### src/rtl/clock_set_ctrl_if.sv
// rtl/clock_set_ctrl_if.sv - control bus from the set-mode controller to the time/date counters
interface clock_set_ctrl_if;
    logic       source_en;
    logic       set_enable;
    logic [2:0] time_sel;
    logic       inc_pulse;
    logic       sync_load;
    logic       sec_clear;
    logic       blink;

    modport master (
        output source_en, set_enable, time_sel, inc_pulse, sync_load, sec_clear, blink
    );
    modport slave (
        input  source_en, set_enable, time_sel, inc_pulse, sync_load, sec_clear, blink
    );
endinterface

### src/rtl/clock_set_ctrl.sv
// rtl/clock_set_ctrl.sv - button-driven set-mode FSM, tick gating, sync and blink for the clock counters
// Optional: define AUTO_REPEAT_EN for btn_inc auto-repeat while held.
module clock_set_ctrl #(
    parameter int TIMEOUT_SEC   = 10,
    parameter int BLINK_HALF    = 25_000_000,
    parameter int REPEAT_DELAY  = 50_000_000,
    parameter int REPEAT_PERIOD = 10_000_000
) (
    input  logic             clk,
    input  logic             reset,
    input  logic             tick,
    input  logic             btn_mode,
    input  logic             btn_inc,
    input  logic             btn_cancel,
    input  logic             sync_req,
    clock_set_ctrl_if.master ctl
);
    typedef enum logic [2:0] {
        RUN       = 3'd0,
        SET_HOUR  = 3'd1,
        SET_MIN   = 3'd2,
        SET_MONTH = 3'd3,
        SET_YEAR  = 3'd4
    } state_t;

    localparam int TW = $clog2(TIMEOUT_SEC + 1);
    localparam int BW = (BLINK_HALF > 1) ? $clog2(BLINK_HALF) : 1;
    localparam logic [TW-1:0] TIMER_LAST = TW'(TIMEOUT_SEC - 1);
    localparam logic [BW-1:0] BLINK_LAST = BW'(BLINK_HALF - 1);

    state_t        state;
    state_t        state_nxt;
    logic [TW-1:0] timer;
    logic [BW-1:0] blink_cnt;
    logic          mode_prev, inc_prev, cancel_prev;
    logic          mode_edge, inc_edge, cancel_edge;
    logic          in_set, timeout_hit, changing;
    logic          clear_nxt, inc_nxt, rep_fire;

    assign mode_edge   = btn_mode   & ~mode_prev;
    assign inc_edge    = btn_inc    & ~inc_prev;
    assign cancel_edge = btn_cancel & ~cancel_prev;
    assign in_set      = (state != RUN);
    assign timeout_hit = in_set & tick & (timer == TIMER_LAST);
    assign changing    = (state_nxt != state);

    // Ticks are swallowed while setting so the edited value cannot roll underneath the user.
    assign ctl.source_en = tick & ~in_set;

    always_comb begin
        state_nxt = state;
        clear_nxt = 1'b0;
        inc_nxt   = 1'b0;
        if (sync_req) begin
            state_nxt = RUN;
        end else if (in_set && cancel_edge) begin
            state_nxt = RUN;
        end else if (timeout_hit) begin
            state_nxt = RUN;
        end else if (mode_edge) begin
            case (state)
                RUN:       state_nxt = SET_HOUR;
                SET_HOUR:  state_nxt = SET_MIN;
                SET_MIN:   state_nxt = SET_MONTH;
                SET_MONTH: state_nxt = SET_YEAR;
                SET_YEAR: begin
                    state_nxt = RUN;
                    clear_nxt = 1'b1;
                end
                default:   state_nxt = RUN;
            endcase
        end else if (in_set && (inc_edge || rep_fire)) begin
            inc_nxt = 1'b1;
        end
    end

    always_ff @(posedge clk or negedge reset) begin
        if (!reset) begin
            state          <= RUN;
            ctl.time_sel   <= 3'd0;
            ctl.set_enable <= 1'b0;
            ctl.inc_pulse  <= 1'b0;
            ctl.sync_load  <= 1'b0;
            ctl.sec_clear  <= 1'b0;
            ctl.blink      <= 1'b1;
            timer          <= '0;
            blink_cnt      <= '0;
            mode_prev      <= 1'b1;
            inc_prev       <= 1'b1;
            cancel_prev    <= 1'b1;
        end else begin
            mode_prev      <= btn_mode;
            inc_prev       <= btn_inc;
            cancel_prev    <= btn_cancel;
            state          <= state_nxt;
            ctl.time_sel   <= state_nxt;
            ctl.set_enable <= (state_nxt != RUN);
            ctl.inc_pulse  <= inc_nxt;
            ctl.sync_load  <= sync_req;
            ctl.sec_clear  <= clear_nxt;

            if (sync_req || changing || !in_set || mode_edge || inc_edge || cancel_edge || rep_fire)
                timer <= '0;
            else if (tick)
                timer <= timer + 1'b1;

            // Any increment restarts the blink phase lit, so the new value is seen at once.
            if (state_nxt == RUN || changing || inc_nxt) begin
                ctl.blink <= 1'b1;
                blink_cnt <= '0;
            end else if (blink_cnt == BLINK_LAST) begin
                ctl.blink <= ~ctl.blink;
                blink_cnt <= '0;
            end else begin
                blink_cnt <= blink_cnt + 1'b1;
            end
        end
    end

`ifdef AUTO_REPEAT_EN
    localparam int RMAX = (REPEAT_DELAY > REPEAT_PERIOD) ? REPEAT_DELAY : REPEAT_PERIOD;
    localparam int RW   = (RMAX > 1) ? $clog2(RMAX) : 1;
    localparam logic [RW-1:0] DELAY_LAST  = RW'(REPEAT_DELAY - 1);
    localparam logic [RW-1:0] PERIOD_LAST = RW'(REPEAT_PERIOD - 1);

    logic          rep_on;
    logic          rep_first;
    logic [RW-1:0] rep_cnt;

    assign rep_fire = rep_on & btn_inc & (rep_cnt == (rep_first ? DELAY_LAST : PERIOD_LAST));

    always_ff @(posedge clk or negedge reset) begin
        if (!reset) begin
            rep_on    <= 1'b0;
            rep_first <= 1'b0;
            rep_cnt   <= '0;
        end else if (changing || !btn_inc || !in_set) begin
            rep_on    <= 1'b0;
            rep_cnt   <= '0;
        end else if (inc_nxt) begin
            rep_on    <= 1'b1;
            rep_first <= inc_edge;
            rep_cnt   <= '0;
        end else if (rep_on) begin
            rep_cnt   <= rep_cnt + 1'b1;
        end
    end
`else
    assign rep_fire = 1'b0;
`endif
endmodule

### src/flat_wrapper.sv
// flat-port wrapper written by rule: the top's interface ports become plain ports
module clock_set_ctrl_flat 
#(
    parameter int TIMEOUT_SEC   = 10,
    parameter int BLINK_HALF    = 25_000_000,
    parameter int REPEAT_DELAY  = 50_000_000,
    parameter int REPEAT_PERIOD = 10_000_000
)
  (clk, reset, tick, btn_mode, btn_inc, btn_cancel, sync_req, ctl_source_en, ctl_set_enable, ctl_time_sel, ctl_inc_pulse, ctl_sync_load, ctl_sec_clear, ctl_blink);
  clock_set_ctrl_if ctl_i ();
  input  logic clk;
  input  logic reset;
  input  logic tick;
  input  logic btn_mode;
  input  logic btn_inc;
  input  logic btn_cancel;
  input  logic sync_req;
  output wire logic [$bits(ctl_i.source_en)-1:0] ctl_source_en;
  output wire logic [$bits(ctl_i.set_enable)-1:0] ctl_set_enable;
  output wire logic [$bits(ctl_i.time_sel)-1:0] ctl_time_sel;
  output wire logic [$bits(ctl_i.inc_pulse)-1:0] ctl_inc_pulse;
  output wire logic [$bits(ctl_i.sync_load)-1:0] ctl_sync_load;
  output wire logic [$bits(ctl_i.sec_clear)-1:0] ctl_sec_clear;
  output wire logic [$bits(ctl_i.blink)-1:0] ctl_blink;
  assign ctl_source_en = ctl_i.source_en;
  assign ctl_set_enable = ctl_i.set_enable;
  assign ctl_time_sel = ctl_i.time_sel;
  assign ctl_inc_pulse = ctl_i.inc_pulse;
  assign ctl_sync_load = ctl_i.sync_load;
  assign ctl_sec_clear = ctl_i.sec_clear;
  assign ctl_blink = ctl_i.blink;
  clock_set_ctrl #(.TIMEOUT_SEC(TIMEOUT_SEC), .BLINK_HALF(BLINK_HALF), .REPEAT_DELAY(REPEAT_DELAY), .REPEAT_PERIOD(REPEAT_PERIOD)) u_core (.clk(clk), .reset(reset), .tick(tick), .btn_mode(btn_mode), .btn_inc(btn_inc), .btn_cancel(btn_cancel), .sync_req(sync_req), .ctl(ctl_i));
endmodule
### config.mk
export PLATFORM = sky130hd
export DESIGN_NAME = clock_set_ctrl_flat
export DESIGN_NICKNAME = d
export VERILOG_FILES = /design/src/rtl/clock_set_ctrl_if.sv /design/src/rtl/clock_set_ctrl.sv /design/src/flat_wrapper.sv
export SDC_FILE = /design/constraint.sdc
export NUM_CORES = 1
export LEC_CHECK = 0
export ABC_AREA = 1
export CAP_MARGIN = 20
export CORE_MARGIN = 5
export CORE_UTILIZATION = 58
export CTS_CLUSTER_DIAMETER = 100
export DETAILED_ROUTE_END_ITERATION = 8
export MAX_ROUTING_LAYER = met4
export PLACE_DENSITY = 0.78
export RECOVER_POWER = 25
export SYNTH_ARGS = -nofsm -noshare
export SYNTH_HDL_FRONTEND = slang
export SYNTH_SLANG_ARGS = --single-unit
### constraint.sdc
create_clock -name clk -period 2.5 [get_ports clk]
set_clock_uncertainty 0.15 [all_clocks]
set_input_delay 0.5 -clock clk [delete_from_list [all_inputs] [get_ports clk]]
set_output_delay 0.5 -clock clk [all_outputs]
set_load 0.03 [all_outputs]
==> tab_implementation.tex, run 1 <==
\begin{tabular}{lr}
\hline
Metric & Value \\
\hline
\multicolumn{2}{l}{\textbf{Floorplanning}} \\
Die width & 75.0 µm \\
Die outline area & 0.00563 mm² \\
Ports & 16 \\
Core Area & around 0.0041 mm² \\
Std cell rows & 23 \\
Die height & roughly 75 µm \\
Initial core utilization & between 60 and 70\% \\
\multicolumn{2}{l}{\textbf{Synthesis}} \\
Area fraction in compound gates after synthesis & roughly 2.2\% \\
Count of cell types in the netlist & 31 \\
Yosys reg bits & 40 \\
Synthesized Nets & about 340 \\
Warnings, synthesis & 0 \\
Synthesized-area fraction occupied by adder cells & 1.53\% \\
Proportion of synthesized area in mux cells & 0\% \\
Mean area per synthesized cell & 7.50 µm² \\
Main combinational cell family by area after synthesis & simple AND/OR/NAND/NOR gates \\
Synthesized instance count & roughly 330 \\
Most common flop cell mapped by yosys & sky130\_fd\_sc\_hd\_\_dfrtp\_1 \\
Netlist Area Pre-Place & approximately 0.0025 mm² \\
Fraction of the mapped netlist area in simple logic gates & between 40\% and 50\% \\
Xor/xnor share of the synthesized area & 3.93\% \\
Number of synthesized flops with an enable pin & 0 \\
Sequential-to-total area share from yosys stat & approximately 41\% \\
Share of flip-flops with an asynchronous set or reset after synthesis & 100\% \\
\multicolumn{2}{l}{\textbf{Critical path}} \\
Critical path data arrival time & 2.22 ns \\
Class of the most critical setup path & in2reg \\
Data required time at the worst endpoint & $\sim$2.5 ns \\
Largest driver fanout on the critical path & 29 \\
Critical Path Most Common Cell & sky130\_fd\_sc\_hd\_\_nand2\_1 \\
Count of buffering cells on the critical path with inverters included & 4 \\
Nature of the critical path endpoint & register \\
Slowest stage cell, crit path & sky130\_fd\_sc\_hd\_\_dlygate4sd3\_1 \\
Kind of start point of the critical path & input pin \\
Worst-path cell chain & dlygate4sd3\_1 > inv\_1 > nor2\_1 > nand2\_2 > nand2\_1 > nor2\_2 > nand2\_2 > inv\_2 > nand2\_1 > nand2\_1 > nand3\_2 > buf\_12 > nor2\_1 \\
R2r setup slk & $\sim$0.36 ns \\
Family with the most delay on the worst path & buffers and inverters \\
Max stage delay on crit path & about 0.57 ns \\
\multicolumn{2}{l}{\textbf{Global route}} \\
Initial antenna violation count & 0 \\
Global Route Usage Sum & between 20 and 25\% \\
Vias in the first global route & between 2,000 and 2,500 \\
Maximum number of pins on one net before global-route repair & 30 \\
Total gr overflow & 0 \\
Wire length of the first global-routing pass & slightly above 9000 µm \\
\multicolumn{2}{l}{\textbf{Timing}} \\
Final setup violation count & 0 \\
Min Tclk post-route & 2.20 ns \\
Worst slew pin tran & 1.01 ns \\
RSZ-0062 raised after global routing & no \\
Remaining max-slew budget at the tightest pin & between 30\% and 40\% \\
Sum of negative setup slack & 0 ns \\
Max-slew violation total from the final report & 0 \\
Final Hold Vio Count & 0 \\
Fmax & roughly 0.46 GHz \\
Final critical-path share of the clock period & between 80\% and 90\% \\
\multicolumn{2}{l}{\textbf{Clock network}} \\
Setup fix buffers added after clock tree synthesis & 0 \\
Htree depth & 2 \\
Skew-Pair Late Insertion Delay & about 0.29 ns \\
CTS tree & built \\
Root buf cell & sky130\_fd\_sc\_hd\_\_clkbuf\_8 \\
CTS buffer count & 5 \\
Buffers from clock root to sink, at most & 2 \\
Count of instances resized after the clock tree is built & 0 \\
Clock input transition at the sequential cells of the worst setup and hold paths & about 0.07 ns \\
Clock net sink count & 40 \\
\multicolumn{2}{l}{\textbf{Placement}} \\
Post-DP HPWL & between 3000 and 4000 µm \\
Port-buffer cells & 15 \\
Placed instance area & between 0.002 and 0.003 mm² \\
Final weighted congestion in routability-driven placement & roughly 1.0 \\
\multicolumn{2}{l}{\textbf{Drt}} \\
Count of TritonRoute iterations in the first routing pass & 4 \\
1st-iter DRT viols & 105 \\
Residual DRC count & 0 \\
Vias per inst & 5.15 \\
Routed via count & 2,070 \\
Remaining antenna violation count after routing & 0 \\
Final WL & between 5000 and 6000 µm \\
Average detailed-routed wire length per instance & $\sim$13 µm \\
\multicolumn{2}{l}{\textbf{Final layout}} \\
Post-Layout Inst Area & around 0.0028 mm² \\
Area growth from synthesis to final layout & 13.4\% \\
Layout cells sized above 1 & 13.6\% \\
Number of inserted diodes & 0 \\
Filler cell count in the final layout & between 300 and 400 \\
Total number of nets in the final design & 361 \\
\multicolumn{2}{l}{\textbf{Power}} \\
Leak Pwr & about 1.3 nW \\
IR Drop Worst-Case VDD & about 260 µV \\
Cell Pwr Density & between 400 and 500 mW/mm² \\
\multicolumn{2}{l}{\textbf{Outcome}} \\
Run status & finished clean \\
\multicolumn{2}{l}{\textbf{Flow run}} \\
Maximum capacitance violations & 0 \\
\multicolumn{2}{l}{\textbf{Hold path}} \\
Class of the most critical hold timing path & reg2reg \\
\hline
\end{tabular}
-- cell families (layout without fill, tap and decap cells) --
group                    count (synthesis)  in the layout
adder cells (fa/ha/maj)                  3              3
buffers and inverters                   53             78
AND/OR/NAND/NOR                        211            211
XOR/XNOR                                11             11
flip-flops                              40             40
AO/OA/AOI/OAI                            9              9
-- metrics by stage --
step,total power [mW],worst slack (ns),cells,utilization [%],hold WS [ns]
floorplan,0.731,0.605,327,-,0.0544
global placement,0.774,0.163,393,65.7,0.307
detailed placement,0.775,0.0945,393,65.7,0.308
CTS,1.29,0.322,402,68.6,0.428
global route,1.32,0.111,402,68.5,0.479
finish,1.27,0.304,402,68.5,0.431
-- routing by layer --
| layer | GRT usage [%] | wire [µm] | vias up |
|---|---|---|---|
| li1 | - | - | 1074 |
| met1 | 28.2 | 2360 | 938 |
| met2 | 34.8 | 2400 | 51 |
| met3 | 4.94 | 235 | 7 |
| met4 | 6.72 | 61 | 0 |
| met5 | - | 0 | - |
-- what timing repair did --
action                     4_1_cts  5_1_grt
hold buffers                     1        0
setup endpoints to repair        0        0
hold endpoints to repair        13        0
-- flip-flops by register name, summed over array words and instances (netlist names) --
signal / flops
u_core.mode_prev: 1
u_core.ctl.sec_clear: 1
u_core.ctl.blink: 1
u_core.ctl.inc_pulse: 1
u_core.ctl.set_enable: 1
u_core.blink_cnt: 25
u_core.ctl.sync_load: 1
u_core.inc_prev: 1
u_core.ctl.time_sel: 3
u_core.cancel_prev: 1
u_core.timer: 4
-- cell usage after synthesis (3+ instances only) --
| cell type | instances | area, µm² |
|---|---|---|
| sky130_fd_sc_hd__nand3_1 | 33 | 165 |
| sky130_fd_sc_hd__nand2_2 | 4 | 25.0 |
| sky130_fd_sc_hd__ha_1 | 3 | 37.5 |
| sky130_fd_sc_hd__or2_2 | 3 | 18.8 |
| sky130_fd_sc_hd__nor4_1 | 3 | 18.8 |
| sky130_fd_sc_hd__nor2_2 | 5 | 31.3 |
| sky130_fd_sc_hd__o21ai_0 | 3 | 15.0 |
| sky130_fd_sc_hd__nand4_1 | 8 | 50.1 |
| sky130_fd_sc_hd__xnor2_1 | 3 | 26.3 |
| sky130_fd_sc_hd__dfrtp_1 | 36 | 901 |
| sky130_fd_sc_hd__nand2_1 | 79 | 297 |
| sky130_fd_sc_hd__xor2_1 | 8 | 70.1 |
| sky130_fd_sc_hd__inv_2 | 5 | 18.8 |
| sky130_fd_sc_hd__inv_1 | 43 | 161 |
| sky130_fd_sc_hd__dfstp_2 | 4 | 105 |
| sky130_fd_sc_hd__nor2_4 | 11 | 124 |
| sky130_fd_sc_hd__nor2_1 | 43 | 161 |
| sky130_fd_sc_hd__nor3_1 | 17 | 85.1 |
-- cell usage in the layout, fill, tap and decap left out, types with 2 or more instances in the layout --
master	synthesis	final
sky130_fd_sc_hd__nor4_1	3	3
sky130_fd_sc_hd__nor2_1	43	43
sky130_fd_sc_hd__ha_1	3	3
sky130_fd_sc_hd__xnor2_1	3	3
sky130_fd_sc_hd__xor2_1	8	8
sky130_fd_sc_hd__nand2_2	4	4
sky130_fd_sc_hd__or2_2	3	3
sky130_fd_sc_hd__dfstp_2	4	4
sky130_fd_sc_hd__a21o_1	2	2
sky130_fd_sc_hd__clkbuf_8	0	5
sky130_fd_sc_hd__nor2_4	11	11
sky130_fd_sc_hd__inv_1	43	43
sky130_fd_sc_hd__nor3_1	17	17
sky130_fd_sc_hd__dlygate4sd3_1	0	5
sky130_fd_sc_hd__clkdlybuf4s50_1	0	9
sky130_fd_sc_hd__nand2_1	79	79
sky130_fd_sc_hd__buf_4	1	5
sky130_fd_sc_hd__nand3_1	33	33
sky130_fd_sc_hd__dfrtp_1	36	36
sky130_fd_sc_hd__nand4_1	8	8
sky130_fd_sc_hd__inv_2	5	5
sky130_fd_sc_hd__o21ai_0	3	3
sky130_fd_sc_hd__nand3b_1	2	2
sky130_fd_sc_hd__clkbuf_1	1	3
sky130_fd_sc_hd__o21ai_1	2	2
sky130_fd_sc_hd__nor2_2	5	5
-- cell type report --
type	count	area (µm²)	share of cell area [%]
Clock buffer	6	72.6	2.61
Clock inverter	2	35.0	1.26
Inverter	48	180	6.48
Multi-Input combinational cell	234	1220	43.8
Sequential cell	40	1010	36.2
Tap cell	50	62.6	2.25
Timing Repair Buffer	22	205	7.38
-- where the power goes --
part           switching, mW  internal (mW)
Clock                  0.215          0.296
Sequential           0.00584          0.657
Combinational         0.0645         0.0345
-- worst min-delay path: cells and delay by family, from the launching register on --
| kind | cells | cell delay [ns] |
|---|---|---|
| and+or+nand+nor | 1 | 0.09 |
| DFF | 1 | 0.37 |
| xor gates and xnor gates | 1 | 0.08 |
-- final timing paths --
kind	startpoint	end	cells after the start
worst max register to register	u_core.blink_cnt[0]	u_core.blink_cnt[16]	9
worst min register to register	u_core.timer[3]	u_core.timer[3]	2
max in group asynchronous	reset	u_core.blink_cnt[18]	3
worst min-delay path	u_core.timer[3]	u_core.timer[3]	2
worst max-delay path	btn_cancel	u_core.blink_cnt[0]	13
min in group asynchronous	reset	u_core.blink_cnt[22]	2
Power figures use the tool's default switching activity.
==> run 2: changes to the inputs <==
SLEW_MARGIN = 15   (was default)
==> results of run 2 <==
Final layout, timing and power as in run 1 (identical DEF).
==> run 3: changes to the inputs <==
PLACE_DENSITY = 0.81   (was 0.78)
==> run 3 against run 2 <==
  * Non-clock buffer count shrank 3
  * First-iteration DRC count grew 83%
  * Power shrank 8.0%
  * Register-to-register slack lost 0.11 ns
  * Worst hold slack lost 0.22 ns
  * Global-route usage is essentially flat
  * Flip-flop and latch count is the same
  * Critical endpoint is now u_core.blink_cnt[16]
  * Largest cell class unchanged
  * Highest routed layer unchanged
==> tab_implementation.tex, run 3 (synthesis gave the netlist of run 1 again) <==
\begin{tabular}{lr}
\hline
Metric & Value \\
\hline
\multicolumn{2}{l}{\textbf{Timing}} \\
Final critical-path share of the clock period & 90.1\% (was 87.8\%) \\
Min Tclk post-route & 2.25 ns (was 2.20 ns) \\
Sum of negative setup slack & 0 ns (unchanged) \\
RSZ-0062 raised after global routing & no (unchanged) \\
Final setup violation count & 0 (unchanged) \\
Worst slew pin tran & 0.985 ns (was 1.01 ns) \\
Remaining max-slew budget at the tightest pin & 34.4\% (was 32.7\%) \\
Max-slew violation total from the final report & 0 (unchanged) \\
Final Hold Vio Count & 0 (unchanged) \\
Fmax & 0.444 GHz (was 0.455 GHz) \\
\multicolumn{2}{l}{\textbf{Clock network}} \\
Clock input transition at the sequential cells of the worst setup and hold paths & 0.07 ns (about the same) \\
Htree depth & 2 (unchanged) \\
Hold buffer count at CTS & 0 (was 1) \\
CTS buffer count & 5 (unchanged) \\
Root buf cell & sky130\_fd\_sc\_hd\_\_clkbuf\_8 (unchanged) \\
CTS tree & built (unchanged) \\
Count of instances resized after the clock tree is built & 0 (unchanged) \\
Setup fix buffers added after clock tree synthesis & 0 (unchanged) \\
Buffers from clock root to sink, at most & 2 (unchanged) \\
Clock net sink count & 40 (unchanged) \\
Skew-Pair Late Insertion Delay & 0.29 ns (about the same) \\
\multicolumn{2}{l}{\textbf{Power}} \\
Cell Pwr Density & 428 mW/mm² (was 458 mW/mm²) \\
IR Drop Worst-Case VDD & 306 µV (was 264 µV) \\
Leak Pwr & 1.24 nW (was 1.26 nW) \\
Final Power & 1.17 mW (was 1.27 mW) \\
\multicolumn{2}{l}{\textbf{Floorplanning}} \\
Core Area & 0.00406 mm² (unchanged) \\
Die outline area & 0.00563 mm² (unchanged) \\
Initial core utilization & 60.4\% (unchanged) \\
Std cell rows & 23 (unchanged) \\
Die width & 75.0 µm (unchanged) \\
Die height & 75.0 µm (unchanged) \\
Ports & 16 (unchanged) \\
\multicolumn{2}{l}{\textbf{Global route}} \\
Vias in the first global route & 1,998 (was 2,094) \\
Global Route Usage Sum & 22.0\% (about the same) \\
Maximum number of pins on one net before global-route repair & 41 (was 30) \\
Total gr overflow & 0 (unchanged) \\
Initial antenna violation count & 0 (unchanged) \\
Wire length of the first global-routing pass & 9150 µm (was 9190 µm) \\
\multicolumn{2}{l}{\textbf{Placement}} \\
Final weighted congestion in routability-driven placement & 0.948 (was 0.999) \\
Number of placed instances with taps included & 391 (was 393) \\
Placed instance area & 0.00265 mm² (was 0.00267 mm²) \\
Port-buffer cells & 15 (unchanged) \\
Post-DP HPWL & 3800 µm (was 3940 µm) \\
\multicolumn{2}{l}{\textbf{Drt}} \\
Residual DRC count & 0 (unchanged) \\
Routed via count & 2,111 (was 2,070) \\
Final WL & 5140 µm (was 5060 µm) \\
Count of TritonRoute iterations in the first routing pass & 4 (unchanged) \\
Remaining antenna violation count after routing & 0 (unchanged) \\
Average detailed-routed wire length per instance & 12.9 µm (was 12.6 µm) \\
1st-iter DRT viols & 192 (was 105) \\
Vias per inst & 5.29 (was 5.15) \\
\multicolumn{2}{l}{\textbf{Final layout}} \\
Area growth from synthesis to final layout & 11.5\% (was 13.4\%) \\
Core Util, Final & 67.4\% (was 68.5\%) \\
Non-filler instance count after layout & 399 (was 402) \\
Leading cell types in the layout, fill and taps excluded & sky130\_fd\_sc\_hd\_\_nand2\_1 (79), sky130\_fd\_sc\_hd\_\_nor2\_1 (43), sky130\_fd\_sc\_hd\_\_inv\_1 (43) (unchanged) \\
Number of inserted diodes & 0 (unchanged) \\
Max reg flops & 25 (unchanged) \\
Layout cells sized above 1 & 13.5\% (was 13.6\%) \\
Regs by FF count & u\_core.blink\_cnt (25), u\_core.timer (4), u\_core.ctl.time\_sel (3) (unchanged) \\
Post-Layout Inst Area & 0.00273 mm² (was 0.00278 mm²) \\
Total number of nets in the final design & 358 (was 361) \\
Largest register by flop count & u\_core.blink\_cnt (unchanged) \\
Most common library cell in the layout ignoring fill and taps & sky130\_fd\_sc\_hd\_\_nand2\_1 (unchanged) \\
\multicolumn{2}{l}{\textbf{Critical path}} \\
Critical path data arrival time & 2.29 ns (was 2.22 ns) \\
Setup crit start & u\_core.blink\_cnt[0] (was btn\_cancel) \\
Largest driver fanout on the critical path & 5 (was 29) \\
Nature of the critical path endpoint & register (unchanged) \\
Kind of start point of the critical path & register (was input pin) \\
Data required time at the worst endpoint & 2.53 ns (about the same) \\
Worst r2r src & u\_core.blink\_cnt[0] (unchanged) \\
Class of the most critical setup path & reg2reg (was in2reg) \\
\multicolumn{2}{l}{\textbf{Outcome}} \\
Run status & finished clean (unchanged) \\
\multicolumn{2}{l}{\textbf{Flow run}} \\
Maximum capacitance violations & 0 (unchanged) \\
\multicolumn{2}{l}{\textbf{Hold path}} \\
Class of the most critical hold timing path & in2async (was reg2reg) \\
\hline
\end{tabular}
==> run 3: cell types whose count changed in the layout (fill, tap and decap cells not counted) <==
cell,previous run,this run
sky130_fd_sc_hd__buf_4,5,4
sky130_fd_sc_hd__bufinv_16,1,0
sky130_fd_sc_hd__clkbuf_1,3,2
sky130_fd_sc_hd__clkbuf_2,0,1
sky130_fd_sc_hd__dlygate4sd3_1,5,4
==> run 3: final cells by class <==
| type | count | area [µm²] |
|---|---|---|
| fill | 354 | 1320 |
| multi-input combinational | 234 | 1220 |
| sequential | 40 | 1010 |
| timing repair buffer | 19 | 185 |
| inverter | 48 | 180 |
| clock buffer | 7 | 76.3 |
| tap | 50 | 62.6 |
| clock inverter | 1 | 5.00 |
==> run 3: per-stage QoR <==
step / hold slack (ns) / worst slack [ns]
2_1_floorplan: 0.0544 / 0.605
3_3_place_gp: 0.386 / 0.105
5_1_grt: 0.299 / 0.106
3_5_place_dp: 0.404 / 0.0195
4_1_cts: 0.212 / 0.279
6_report: 0.207 / 0.247
==> run 3: worst max-delay path, cell delays in order (launching register included) <==
cell                      delay, ns
sky130_fd_sc_hd__dfrtp_1       0.44
sky130_fd_sc_hd__ha_1          0.31
sky130_fd_sc_hd__nand2_1       0.13
sky130_fd_sc_hd__nor2_2        0.23
sky130_fd_sc_hd__nand2_1       0.20
sky130_fd_sc_hd__nor2_2        0.19
sky130_fd_sc_hd__inv_1         0.07
sky130_fd_sc_hd__o21a_1        0.17
sky130_fd_sc_hd__o21ai_1       0.19
sky130_fd_sc_hd__nor2_4        0.06
==> run 3: layer usage <==
metal,track usage [%],up-vias,wire length (µm)
met5,-,-,0
met4,7.11,0,72
met3,4.41,6,273
met2,31.4,56,2250
met1,31.2,982,2540
li1,-,1067,-
==> run 3: power by group <==
part | leakage, nW | switching [mW] | internal, mW | total [mW]
combinational | 0.652 | 0.0648 | 0.0323 | 0.0971
clock | 0.0422 | 0.216 | 0.196 | 0.412
sequential | 0.541 | 0.00520 | 0.657 | 0.662
total | 1.24 | 0.286 | 0.885 | 1.17
==> run 3: final timing paths <==
path / end / slack, ns / cells after the start
min in group clk: u_core.blink_cnt[6] / 0.44 / 3
min reg2reg: u_core.blink_cnt[6] / 0.44 / 3
max reg2reg: u_core.blink_cnt[16] / 0.25 / 9
min: u_core.ctl.time_sel[1] / 0.21 / 1
max in group asynchronous: u_core.blink_cnt[8] / 1.39 / 1
max: u_core.blink_cnt[16] / 0.25 / 9
